### src/rtl/bank_sched_pkg.sv
// Shared types and default timing for the per-bank command scheduler.
// The wait-counter helper maps a command spacing onto a down-counter preload.
package bank_sched_pkg;

  typedef enum logic [3:0] {
    IDLE,
    PRE,
    WAIT_RP,
    ACTV,
    WAIT_RCD,
    ACCESS,
    WAIT_CL,
    REFR,
    WAIT_RFC
  } state_e;

  localparam int DEF_ROWS  = 131072;
  localparam int DEF_COLS  = 1024;
  localparam int DEF_TRCD  = 4;
  localparam int DEF_TRP   = 4;
  localparam int DEF_TRFC  = 16;
  localparam int DEF_TCL   = 3;
  localparam int DEF_TREFI = 1024;

  // A spacing of n puts n-1 cycles in the wait state, and the counter exits on
  // zero, so it is preloaded with n-2. Spacings below 2 skip the wait state.
  function automatic int wait_load(input int n);
    return (n >= 2) ? n - 2 : 0;
  endfunction

  function automatic int max4(input int a, input int b, input int c, input int d);
    int m;
    m = a;
    if (b > m) m = b;
    if (c > m) m = c;
    if (d > m) m = d;
    return m;
  endfunction

endpackage

### src/rtl/bank_cmd_sched_timing_ctr.sv
// Loadable down-counter that stops at zero; en low freezes it completely.
module timing_ctr #(
  parameter int            W       = 8,
  parameter logic [W-1:0]  RST_VAL = '0
) (
  input  logic         clk,
  input  logic         rst,
  input  logic         en,
  input  logic         load,
  input  logic [W-1:0] load_val,
  output logic         zero
);

  logic [W-1:0] count;

  // NOTE: sequential state uses non-blocking assignments so every register
  // samples the pre-edge values of its neighbours.
  always_ff @(posedge clk) begin
    if (rst) begin
      count <= RST_VAL;
    end else if (en) begin
      if (load)
        count <= load_val;
      else if (count != '0)
        count <= count - W'(1);
    end
  end

  assign zero = (count == '0);

endmodule

### src/rtl/bank_cmd_sched.sv
// Open-page command scheduler for one bank: turns read/write requests into
// ACT/PR/RD/WR/REF strobes with tRCD/tRP/tRFC/tCL spacing and periodic refresh.
module bank_cmd_sched
  import bank_sched_pkg::*;
#(
  parameter int ROWS  = DEF_ROWS,
  parameter int COLS  = DEF_COLS,
  parameter int TRCD  = DEF_TRCD,
  parameter int TRP   = DEF_TRP,
  parameter int TRFC  = DEF_TRFC,
  parameter int TCL   = DEF_TCL,
  parameter int TREFI = DEF_TREFI
) (
  input  logic                     clk,
  input  logic                     rst,
  input  logic                     halt,
  input  logic                     req_valid,
  output logic                     req_ready,
  input  logic                     req_we,
  input  logic [$clog2(ROWS)-1:0]  req_row,
  input  logic [$clog2(COLS)-1:0]  req_col,
  output logic                     ACT,
  output logic                     PR,
  output logic                     RD,
  output logic                     WR,
  output logic                     REF,
  output logic [$clog2(ROWS)-1:0]  row,
  output logic [$clog2(COLS)-1:0]  column,
  output logic                     rd_valid,
  output logic                     row_open
);

  localparam int RW = $clog2(ROWS);
  localparam int CW = $clog2(COLS);
  localparam int WW = $clog2(max4(TRP, TRCD, TRFC, TCL) + 1);
  localparam int IW = $clog2(TREFI + 1);

  state_e        state, state_nxt;
  logic          run, accept, hit;
  logic          wait_ld, wait_zero, ref_zero;
  logic [WW-1:0] wait_ld_val;
  logic          open, we, ref_pending, ref_pre, rd_flag;
  logic [RW-1:0] open_row, row_q;
  logic [CW-1:0] col_q;

  assign run       = !halt;
  assign req_ready = (state == IDLE) && !ref_pending && !halt && !rst;
  assign accept    = req_valid && req_ready;
  assign hit       = open && (req_row == open_row);

  timing_ctr #(.W(WW), .RST_VAL('0)) u_wait (
    .clk      (clk),
    .rst      (rst),
    .en       (run),
    .load     (wait_ld),
    .load_val (wait_ld_val),
    .zero     (wait_zero)
  );

  // Reloads itself on expiry, so one refresh request is raised per interval.
  timing_ctr #(.W(IW), .RST_VAL(IW'(TREFI))) u_refi (
    .clk      (clk),
    .rst      (rst),
    .en       (run),
    .load     (ref_zero),
    .load_val (IW'(TREFI)),
    .zero     (ref_zero)
  );

  always_ff @(posedge clk) begin
    if (rst)      state <= IDLE;
    else if (run) state <= state_nxt;
  end

  // NOTE: every combinational output gets a default first, so no path can
  // leave it unassigned and infer a latch.
  always_comb begin
    state_nxt = state;
    unique case (state)
      IDLE: begin
        if (ref_pending)  state_nxt = open ? PRE : REFR;
        else if (accept)  state_nxt = hit ? ACCESS : (open ? PRE : ACTV);
      end
      PRE:      state_nxt = (TRP >= 2) ? WAIT_RP : (ref_pre ? REFR : ACTV);
      WAIT_RP:  if (wait_zero) state_nxt = ref_pre ? REFR : ACTV;
      ACTV:     state_nxt = (TRCD >= 2) ? WAIT_RCD : ACCESS;
      WAIT_RCD: if (wait_zero) state_nxt = ACCESS;
      ACCESS:   state_nxt = (!we && TCL >= 2) ? WAIT_CL : IDLE;
      WAIT_CL:  if (wait_zero) state_nxt = IDLE;
      REFR:     state_nxt = (TRFC >= 2) ? WAIT_RFC : IDLE;
      WAIT_RFC: if (wait_zero) state_nxt = IDLE;
      default:  state_nxt = IDLE;
    endcase
  end

  // Strobes and wait-counter preloads are decoded from the command states;
  // a halted cycle simply re-presents the same state on the next free cycle.
  always_comb begin
    ACT         = 1'b0;
    PR          = 1'b0;
    RD          = 1'b0;
    WR          = 1'b0;
    REF         = 1'b0;
    wait_ld     = 1'b0;
    wait_ld_val = '0;
    if (!rst && run) begin
      unique case (state)
        PRE: begin
          PR          = 1'b1;
          wait_ld     = 1'b1;
          wait_ld_val = WW'(wait_load(TRP));
        end
        ACTV: begin
          ACT         = 1'b1;
          wait_ld     = 1'b1;
          wait_ld_val = WW'(wait_load(TRCD));
        end
        ACCESS: begin
          if (we) begin
            WR = 1'b1;
          end else begin
            RD          = 1'b1;
            wait_ld     = 1'b1;
            wait_ld_val = WW'(wait_load(TCL));
          end
        end
        REFR: begin
          REF         = 1'b1;
          wait_ld     = 1'b1;
          wait_ld_val = WW'(wait_load(TRFC));
        end
        default: ;
      endcase
    end
  end

  always_ff @(posedge clk) begin
    if (rst) begin
      open        <= 1'b0;
      open_row    <= '0;
      row_q       <= '0;
      col_q       <= '0;
      we          <= 1'b0;
      ref_pending <= 1'b0;
      ref_pre     <= 1'b0;
      rd_flag     <= 1'b0;
    end else if (run) begin
      if (ref_zero)            ref_pending <= 1'b1;
      else if (state == REFR)  ref_pending <= 1'b0;
      if (accept) begin
        row_q <= req_row;
        col_q <= req_col;
        we    <= req_we;
      end
      // Remembers whether the coming precharge belongs to a refresh.
      if (state == IDLE) ref_pre <= ref_pending;
      if (state == PRE || state == REFR) open <= 1'b0;
      if (state == ACTV) begin
        open     <= 1'b1;
        open_row <= row_q;
      end
      rd_flag <= (state == ACCESS && !we && TCL < 2) || (state == WAIT_CL && wait_zero);
    end
  end

  assign rd_valid = rd_flag && run && !rst;
  assign row_open = open && !rst;
  assign row      = rst ? '0 : row_q;
  assign column   = rst ? '0 : col_q;

endmodule

### config.mk
export PLATFORM = sky130hd
export DESIGN_NAME = bank_cmd_sched
export DESIGN_NICKNAME = d
export VERILOG_FILES = /design/src/rtl/bank_sched_pkg.sv /design/src/rtl/bank_cmd_sched_timing_ctr.sv /design/src/rtl/bank_cmd_sched.sv
export SDC_FILE = /design/constraint.sdc
export NUM_CORES = 1
export LEC_CHECK = 0
export CORE_MARGIN = 2
export CORE_UTILIZATION = 41
export DETAILED_ROUTE_END_ITERATION = 6
export GPL_ROUTABILITY_DRIVEN = 0
export GPL_TIMING_DRIVEN = 0
export HOLD_SLACK_MARGIN = 0.06
export PLACE_DENSITY = 0.66
export REMOVE_ABC_BUFFERS = 1
export SLEW_MARGIN = 15
export SYNTH_ARGS = -nofsm -noshare
export SYNTH_HDL_FRONTEND = slang
export SYNTH_SLANG_ARGS = --single-unit
### constraint.sdc
create_clock -name clk -period 2.64 [get_ports clk]
set_clock_uncertainty 0.1 [all_clocks]
set_input_delay 0.528 -clock clk [delete_from_list [all_inputs] [get_ports clk]]
set_output_delay 0.528 -clock clk [all_outputs]
set_load 0.05 [all_outputs]
After elaboration in Yosys (flattened, before gate mapping):

Index checks and enable logic that the tools add are counted.

* add/sub/neg operators: 2
* eq/ne operators: 13
* multiplexer cells: 38
* bitwise operators: 1
* reduce and logical (&&, ||, !) cells: 34

Operators by type and width (count)
* case mux 4 bit (8 select lines): 1
* two-way mux 4 bit: 6
* two-way mux 11 bit: 2
* two-way mux 1 bit: 18
* == test 17 bit: 1
* two-way mux 17 bit: 1
* == test 4 x 3 -> 1 bit, second input constant: 4
* AND reduction 2 bit: 7
* two-way mux 3 bit: 4
* case mux 4 bit (3 select lines): 1
* logical NOT 11 bit: 1
* nonzero test 11 bit: 1
* subtractor 11 x 1 -> 11 bit, second input constant: 1
* logical AND 1 bit: 10
* two-way mux 10 bit: 1
* two-way mux 5 bit: 2
* == test 4 x 2 -> 1 bit, second input constant: 2
* nonzero test 2 bit: 4
* logical NOT 5 bit: 1
* AND reduction 5 bit: 1
* nonzero test 5 bit: 1
* subtractor 5 x 1 -> 5 bit, second input constant: 1
* == test 4 x 1 -> 1 bit, second input constant: 1
* == test 4 bit, second input constant: 1
* other kinds (11): 15

* flip-flop bits (word level): 69
* bits of input ports: 32
* output and inout port bits: 35
* word-level logic and storage cells: 99

Longest topological paths before layout:

Gate-level depths: netlist (run 1).

* word-level depth: 8
* gate-level depth with buffers: 8
* depth with buffers taken out: 7

Hierarchy:

A second synthesis (run 1) with hierarchy kept.

* cell total of the unflattened synthesis: 401
* area total of the unflattened synthesis: 3480.8 µm²

Modules (own cells, without submodules)
* bank_cmd_sched: times used 1, cells an instance 267, area each 2449.8 µm², seq. area each 1061.0 µm²
* timing_ctr at u_refi: times used 1, cells an instance 96, area each 700.7 µm², seq. area each 220.2 µm²
* timing_ctr at u_wait: times used 1, cells an instance 38, area each 330.3 µm², seq. area each 100.1 µm²

Worst setup path before layout (run 1):

Ideal clock, no wire load.

* kind: register to register
* from: register state[3]
* to: register col_q[9]
* setup time: 0.123 ns
* arrival time: 3.344 ns
* path slack: -0.928 ns
* cell stages (with the launch flop): 8
* path buffers: 3
* period minus slack after synthesis: 3.568 ns
* cell sequence: dfxtp_1 > or4_1 > clkbuf_1 > nor4_1 > and2_1 > buf_6 > buf_6 > mux2_1

* word-level cells in the longest chain between the ends: 6

RTL lines
* start, declared: line bank_cmd_sched.sv:38 `state_e state, state_nxt;`
* start signal, assigned: line bank_cmd_sched.sv:72 `else if (run) state <= state_nxt;`
* logical NOT 4 bit: line bank_cmd_sched.sv:47 `assign req_ready = (state == IDLE) && !ref_pending && !halt && !rst;`
* logical AND 1 bit (3 in series): line bank_cmd_sched.sv:47
* named net req_ready: line bank_cmd_sched.sv:18 `output logic req_ready,`
* logical AND 1 bit: line bank_cmd_sched.sv:48 `assign accept = req_valid && req_ready;`
* AND reduction 2 bit (no source line)
* end signal, assigned: line bank_cmd_sched.sv:152 `col_q <= req_col;`
* end, declared: line bank_cmd_sched.sv:44 `logic [CW-1:0] col_q;`

The timed path passes the listed nets, and every way through them passes these cells.
A chain may end at the register's enable or synchronous reset.

Worst setup path in the final report (run 1):

* from: input port rst
* to: output port RD

* word-level cells in the longest chain between the ends: 3

RTL lines
* start, declared: line bank_cmd_sched.sv:15 `input logic rst,`
* logical NOT 1 bit: line bank_cmd_sched.sv:106 `if (!rst && run) begin`
* logical AND 1 bit: line bank_cmd_sched.sv:106
* two-way mux 1 bit: line bank_cmd_sched.sv:106
* end, declared: line bank_cmd_sched.sv:24 `output logic RD,`

No other way between the ends.

==> results.toml, run 1 <==
[status]
status = "finished, final reports clean"

[drt]
via_per_inst = 5.06
drtIter0Drc = 178
firstDrtPassIters = 4
ant_nets = 0
drc_errors = 0
vias = 2646
detail_route.wl_per_cell_um = 13.0
wl_mm = 6.80

[critical_path]
end_kind = "primary output"
crit_arrival_ns = 1.90
start_kind = "input pin"
cp.required_ns = 2.01
crit_fanout = 35
crit_type = "in -> out"

[global_routing]
antenna_found_initial = 0
grt_pass1_vias = 2532
grt_max_degree = 36
grt.total_usage_pct = 16.4
overflow = 0
grt_pass1_wl_mm = 11.4

[clock_network]
clockRootBuffer = "clkbuf_8"
cts_buffers = 9
cts.sinks = 69
cts_tree = "built"
path_clk_slew_ns = 0.08
h-tree-depth = 3
hold_buffers = 0
clk_latency_ns = 0.34
post-cts-setup-buffers = 0
clk_path_buf_depth = 2

[sta]
max_slew.worst_pin.slew_ns = 0.891
min_period_ns = 2.53
rsz0062_at_grt = "no"
slew_viol_final = 0
period_share_pct = 95.7
setup_violations = 0
final.setup.worst_slack_ns = 0.114
fmax_ghz = 0.396
hold_viol_final = 0
relSlewSlack_pct = 40.0
tns_ns = 0

[layout]
drive_gt1_share_pct = 14.5
n_fill_cell = 712
diodes = 0
final_cells = 523
final_nets = 451
fin_util_pct = 54.9
synthToLayoutAreaGrowth_pct = 31.5
postLayoutCellArea_sq_um = 4170

[hold_path]
hold_path_class = "reg -> reg"

[synth]
syn_avg_cell_area_sq_um = 8.92
synth_top_area_cell = "dfxtp_1"
ys.flop_type = "dfxtp_1"
synthTopCellsByArea = "dfxtp_1 (44%), mux2_2 (6.7%), xnor2_1 (6.1%)"
ys_types = 45
postSynth.asyncResetShare_pct = 0
synth_area_sq_um = 3170
syn_inst = 356
synth-edff-count = 0
yosysSeqAreaShare_pct = 43.5
yosysWarnings = 0
synth_top_area_share_pct = 43.5
ys_seq_elements = 69

[die]
fp.dieW_um = 92.0
io_pins = 67
core_sq_um = 7610
fp-row-count = 32
fp.dieH_um = 92.0
die-area_sq_um = 8460
start_util_pct = 41.7

[placed_design]
hpwl_mm = 4.54
dpl.cell_count = 506
placed_area_sq_um = 3900
dp_slack_ns = -1.34
portBuffers = 66

[flow_run]
cap_viol_max_count = 0

[pwr]
ir_worst_vdd_uv = 313
p_leak_nw = 1.50
p_per_area_nw_per_um2 = 684
-- final timing paths --
check	startpoint	to	slack [ns]	cells past startpoint
worst max register to register	state[3]$_SDFFE_PP0P_	col_q[3]$_SDFFE_PP0P_	0.32	4
worst min-delay path	row_q[7]$_SDFFE_PP0P_	open_row[7]$_SDFFE_PP0P_	0.35	2
worst max-delay path	rst	RD	0.11	5
worst min register to register	row_q[7]$_SDFFE_PP0P_	open_row[7]$_SDFFE_PP0P_	0.35	2
-- metrics by stage --
stage / power [W] / hold WS, ns
2_1_floorplan: 0.00176 / 0.321
3_3_place_gp: 0.00195 / 0.332
3_5_place_dp: 0.00197 / 0.337
4_1_cts: 0.00287 / 0.351
5_1_grt: 0.00303 / 0.370
6_report: 0.00285 / 0.348
-- report_power, final --
part           switching [W]  internal [W]  leakage, nW  total, W
combinational       0.000382      0.000341        0.837  0.000724
sequential         0.0000954       0.00115        0.563   0.00125
clock               0.000433      0.000449        0.102  0.000882
-- Yosys cell counts, types with 2 or more instances --
cell and count:
inv_1 8, xnor2_1 22, nor2b_1 30, a311o_1 2, nor4b_1 2, clkbuf_1 16
a21oi_1 29, a21o_1 3, o32ai_1 2, dfxtp_1 69, or3_1 5, mux2i_1 2
ha_1 3, mux2_2 19, nand2_1 44, xor2_1 2, buf_6 2, mux2_1 8
nor4_1 4, nor3b_1 3, nor3_1 13, a311oi_1 2, nor2_1 24, or4_1 2
nand4_1 6, nand3_1 2, nand2b_1 4, and2_1 3, o21ai_0 9
-- repair_timing --
action                                  4_1_cts  5_1_grt
endpoints found under the hold margin         0        0
endpoints found under the setup margin       51       17
gates cloned                                  0        1
pin swaps                                     0        0
resized for setup                            55        9
-- layout by cell type, fill, tap and decap left out, drive strengths merged, types with 4 or more instances in the layout --
cell,instances
a21oi,29
mux2,27
nor2,24
nand2b,4
nand2,44
nor4,4
dfxtp,69
nor3,13
nor2b,30
xnor2,22
nand4,6
o21ai,9
clkbuf,11
or3,5
buf,10
clkdlybuf4s50,57
inv,11
-- cell families (layout without fill, tap and decap cells) --
group	Yosys count	after routing	share of synthesized area, %
AOI/OAI and AO/OA	59	59	11.7
xor gates and xnor gates	24	24	6.62
adders and majority gates	3	3	1.18
buffers and inverters	29	94	4.06
DFF	69	69	43.5
muxes	29	29	10.2
and+or+nand+nor	143	143	22.7
-- routing by layer --
layer,wire length (um),vias to the layer above,track usage (%)
li1,-,1347,-
met1,3220,1226,21.8
met2,3150,60,25.6
met3,308,13,3.86
met4,122,0,7.21
met5,0,-,0
-- final cells by class --
type	count	area (sq um)	share of cell area, %
inverter	8	30.0	0.719
timing repair buffer	70	706	16.9
sequential	69	1390	33.2
clock buffer	9	124	2.97
tap	102	128	3.06
clock inverter	7	80.1	1.92
multi-input combinational	258	1720	41.2
-- critical path, stage by stage --
cell	delay, ns
buf_6	0.17
buf_12	0.18
or4b_4	0.56
nor3_2	0.25
buf_6	0.19
-- sequential cells by signal (all words and copies together) (netlist names) --
signal and flops:
rd_flag 1, col_q 10, u_wait.count 5, row_q 17, u_refi.count 11, ref_pre 1
open 1, state 4, we 1, ref_pending 1, open_row 17
Power figures use the tool's default switching activity.
==> run 2, diff against run 1 <==
--- a/config.mk
+++ b/config.mk
@@ -13,6 +13,7 @@
 export HOLD_SLACK_MARGIN = 0.06
 export PLACE_DENSITY = 0.66
 export REMOVE_ABC_BUFFERS = 1
+export SKIP_LAST_GASP = 1
 export SLEW_MARGIN = 15
 export SYNTH_ARGS = -nofsm -noshare
 export SYNTH_HDL_FRONTEND = slang
==> results.toml, run 2 (synthesized netlist as in run 1, its figures left out) <==
[status]
status = "finished, final reports clean"

[critical_path]
crit_cells = 3
crit_chain = "or4_1 -> nor4_4 -> buf_4"
crit_arrival_ns = 1.94
slowest_delay_ns = 0.70
crit_fanout = 12
start_kind = "register"
critPathBufInv = 1
rr_worst_depth = 7
cp_slowest_cell = "or4_1"
end_kind = "primary output"
cp.required_ns = 2.01
crit_type = "reg -> out"
crit_family = "simple AND/OR/NAND/NOR gates"

[layout]
n_fill_cell = 711
postLayoutCellArea_sq_um = 4170
synthToLayoutAreaGrowth_pct = 31.3
multiInputGateArea_sq_um = 1710
reg_top3 = "open_row (17), row_q (17), u_refi.count (11)"
layout_common_cells = "dfxtp_1 (66), clkdlybuf4s50_1 (56), nand2_1 (44)"
final_nets = 451
diodes = 0
regArea_sq_um = 1390
layout_commonest_cell = "dfxtp_1"
drive_gt1_share_pct = 14.0

[flow_run]
cap_viol_max_count = 0

[clock_network]
cts_tree = "built"
cts_buffers = 9
post-cts-setup-buffers = 0
clockRootBuffer = "clkbuf_8"
path_clk_slew_ns = 0.08
cts.sinks = 69
clk_path_buf_depth = 2
h-tree-depth = 3
clk_latency_ns = 0.34

[die]
fp-row-count = 32
fp.dieH_um = 92.0
io_pins = 67
fp.dieW_um = 92.0
start_util_pct = 41.7
core_sq_um = 7610
die-area_sq_um = 8460

[sta]
min_period_ns = 2.57
period_share_pct = 97.2
rsz0062_at_grt = "yes"
final.setup.worst_slack_ns = 0.0743
setup_violations = 0
fmax_ghz = 0.390
tns_ns = 0
hold_ws_ns = 0.348
slew_viol_final = 0
hold_viol_final = 0
relSlewSlack_pct = 40.8
max_slew.worst_pin.slew_ns = 0.880

[placed_design]
dp_slack_ns = -1.34
hpwl_mm = 4.54
portBuffers = 66
placed_area_sq_um = 3900

[hold_path]
hold_path_class = "reg -> reg"
min_path_cells = 2

[drt]
drc_errors = 0
wl_mm = 6.76
vias = 2654
drtIter0Drc = 152
via_per_inst = 5.07
ant_nets = 0
detail_route.wl_per_cell_um = 12.9
firstDrtPassIters = 4

[pwr]
p_leak_nw = 1.52
p_per_area_nw_per_um2 = 683
ir_worst_vdd_uv = 313
power.total_w = 0.00285

[global_routing]
grt_pass1_vias = 2530
antenna_found_initial = 0
grt_max_degree = 36
overflow = 0
grt_pass1_wl_mm = 11.4
grt.total_usage_pct = 16.4
[run 2: changes by cell type in the layout (fill, tap and decap cells not counted)]
cell and change:
or4_1 +1, a211oi_2 -1, clkdlybuf4s50_1 -1, or4_4 -1, a211oi_1 +1, dlymetal6s2s_1 +1
[run 2: path summary, 6_finish.rpt]
path,start,to,slack [ns]
worst max-delay path,state[3]$_SDFFE_PP0P_,req_ready,0.07
worst min-delay path,row_q[7]$_SDFFE_PP0P_,open_row[7]$_SDFFE_PP0P_,0.35
worst max register to register,u_wait.count[0]$_SDFFE_PP0P_,state[3]$_SDFFE_PP0P_,0.21
worst min register to register,row_q[7]$_SDFFE_PP0P_,open_row[7]$_SDFFE_PP0P_,0.35
[run 2: stage by stage]
stage,utilization [%],cells
after detailed placement,51.3,506
after CTS,53.9,522
after global placement,50.8,503
after global routing,54.8,523
final,54.8,523
after floorplan,-,335
[run 2: report_power, final]
part           internal [W]  switching [W]  total [W]
combinational      0.000336       0.000379   0.000716
sequential          0.00115      0.0000953    0.00125
clock              0.000449       0.000435   0.000884
[run 2: final cells by class]
class	count	area share (%)
clock inverters	7	1.92
repair buffers	70	17.0
inverters	8	0.721
well taps	102	3.06
flip-flops and latches	69	33.2
multi-input cells	258	41.1
clock buffers	9	2.97
[run 2: layer usage]
metal	wire length, um	up-vias	GRT usage [%]
li1	-	1350	-
met1	3170	1229	21.8
met2	3130	63	25.6
met3	313	12	3.86
met4	141	0	7.21
met5	0	-	0
[run 2: timing repair]
| item | 4_1_cts | 5_1_grt |
|---|---|---|
| endpoints found under the setup margin | 51 | 17 |
| cloned | 0 | 1 |
| hold buffers | 0 | 0 |
| pin swaps | 0 | 0 |
| resized for setup | 54 | 9 |
[run 2: tightest hold or removal path: cells and delay by family, from the launching register on]
| kind | cells | cell delay, ns |
|---|---|---|
| AO/OA/AOI/OAI | 1 | 0.05 |
| flip-flops | 1 | 0.31 |
| AND/OR/NAND/NOR | 1 | 0.05 |
==> run 3, diff against run 2 <==
--- a/config.mk
+++ b/config.mk
@@ -5,6 +5,7 @@
 export SDC_FILE = /design/constraint.sdc
 export NUM_CORES = 1
 export LEC_CHECK = 0
+export ABC_AREA = 1
 export CORE_MARGIN = 2
 export CORE_UTILIZATION = 41
 export DETAILED_ROUTE_END_ITERATION = 6
==> results.toml, run 3 <==
[synth]
synth_top_area_share_pct = 41.3
synthTopCellsByCount = "nand2_1 (93), inv_1 (85), dfxtp_1 (69)"
synthTopCellsByArea = "dfxtp_1 (41%), nand2_1 (10%), inv_1 (9.5%)"
yosysMostFrequentCell = "nand2_1"
syn_inst = 491
postSynth.asyncResetShare_pct = 0
yosysWarnings = 0
yosysSeqAreaShare_pct = 41.3
synth-edff-count = 0
synth_top_area_cell = "dfxtp_1"
ys.flop_type = "dfxtp_1"
ys_seq_elements = 69
ys_types = 38
syn_avg_cell_area_sq_um = 6.81
synth_area_sq_um = 3340

[critical_path]
start_kind = "input pin"
cp.required_ns = 2.01
crit_fanout = 16
crit_type = "in -> out"
crit_arrival_ns = 1.96
end_kind = "primary output"

[global_routing]
antenna_found_initial = 0
grt_pass1_wl_mm = 13.0
grt_pass1_vias = 3039
grt_max_degree = 39
use_met3_pct = 4.17
grtUsageMet2_pct = 30.5
busiest_layer = "met2"
grt.total_usage_pct = 18.1
grt.met1_usage_pct = 22.6
overflow = 0

[drt]
drtIter0Drc = 87
detail_route.wl_per_cell_um = 11.3
via_per_inst = 4.82
drc_errors = 0
wl_mm = 7.40
firstDrtPassIters = 4
vias = 3166
ant_nets = 0

[die]
fp.dieH_um = 94.3
io_pins = 67
die-area_sq_um = 8890
fp.dieW_um = 94.3
fp-row-count = 32
start_util_pct = 42.8
core_sq_um = 7810

[sta]
setup_violations = 0
final.setup.worst_slack_ns = 0.0490
max_slew.worst_pin.slew_ns = 1.09
hold_viol_final = 0
relSlewSlack_pct = 27.0
fmax_ghz = 0.386
period_share_pct = 98.1
slew_viol_final = 0
rsz0062_at_grt = "yes"
min_period_ns = 2.59

[clock_network]
path_clk_slew_ns = 0.06
post-cts-setup-buffers = 0
cts_tree = "built"
hold_buffers = 0
clockRootBuffer = "clkbuf_8"
cts.sinks = 69
cts_buffers = 9
clk_latency_ns = 0.34
clk_path_buf_depth = 2
h-tree-depth = 3

[placed_design]
dp_slack_ns = -0.482
dpl.cell_count = 642
hpwl_mm = 5.22
portBuffers = 66

[pwr]
ir_worst_vdd_uv = 321
power.total_w = 0.00300
p_leak_nw = 1.76
p_per_area_nw_per_um2 = 704

[layout]
drive_gt1_share_pct = 8.47
diodes = 0
layout_common_cells = "nand2_1 (91), inv_1 (85), dfxtp_1 (69)"
multiInputGateArea_sq_um = 1530
reg_top3 = "open_row (17), row_q (17), u_refi.count (11)"
regArea_sq_um = 1380
final_nets = 586
fin_util_pct = 54.6
final_cells = 657
n_fill_cell = 779
layout_commonest_cell = "nand2_1"
synthToLayoutAreaGrowth_pct = 27.7

[status]
status = "finished, final reports clean"

[hold_path]
hold_path_class = "reg -> reg"

[flow_run]
cap_viol_max_count = 0
[run 3: cell types whose count changed after synthesis, sizes merged, moves of 5 or more]
cell / change
inv: +81
nand2: +54
o21ai: +53
nor2: +38
nor2b: -30
mux2: -27
a21oi: +18
xnor2: -18
nand3: +10
clkbuf: -6
nand4: -6
or3: -5
[run 3: critical path, stage by stage]
cell and delay [ns]:
clkdlybuf4s50_1 0.55, inv_2 0.31, nand2_1 0.08, nor2_1 0.11, clkdlybuf4s15_2 0.38
[run 3: timing repair]
action                                  CTS  global route
pin swaps                                 0             0
gates resized for setup                  25            10
endpoints found under the setup margin    8            20
[run 3: area by class of cell]
type,instances,share of cell area (%)
inverters,90,7.92
multi-input cells,313,35.8
flip-flops and latches,69,32.4
clock inverters,4,1.11
clock buffers,11,3.55
repair buffers,68,16.2
well taps,102,2.99
[run 3: worst paths after layout]
kind                              start                    end  slack, ns  cells past startpoint
setup / recovery                   halt               rd_valid       0.05                      5
hold reg to reg   col_q[5]$_SDFFE_PP0P_  col_q[5]$_SDFFE_PP0P_       0.35                      2
hold / removal    col_q[5]$_SDFFE_PP0P_  col_q[5]$_SDFFE_PP0P_       0.35                      2
setup reg to reg  state[1]$_SDFFE_PP0P_  state[1]$_SDFFE_PP0P_       0.64                      9
[run 3: power by group]
part	internal, W	total [W]	switching (W)
clock	0.000479	0.000864	0.000385
sequential	0.00117	0.00126	0.0000891
combinational	0.000335	0.000876	0.000541
total	0.00199	0.00300	0.00102
[run 3: logic make-up after synthesis]
family / after synthesis / share of synthesized area, %
xor+xnor: 6 / 1.57
simple gates: 189 / 24.7
fa+ha+maj: 3 / 1.12
buf+inv: 109 / 13.1
flops: 69 / 41.3
compound gates: 115 / 18.2
[run 3: per-layer routing]
metal / share of wire (%) / up-vias / wire, um
li1: - / 1666 / -
met1: 49 / 1429 / 3650
met2: 45 / 61 / 3360
met3: 3.9 / 10 / 285
met4: 1.4 / 0 / 107
met5: 0 / - / 0
[run 3: metrics by stage]
step | TNS (ns) | area (sq um) | hold WS, ns
2_1_floorplan | -2.00 | 3240 | 0.332
3_3_place_gp | -139.66 | 4030 | 0.341
3_5_place_dp | -5.64 | 4080 | 0.345
4_1_cts | -0.0526 | 4280 | 0.357
5_1_grt | -0.112 | 4270 | 0.379
6_report | 0 | 4270 | 0.353
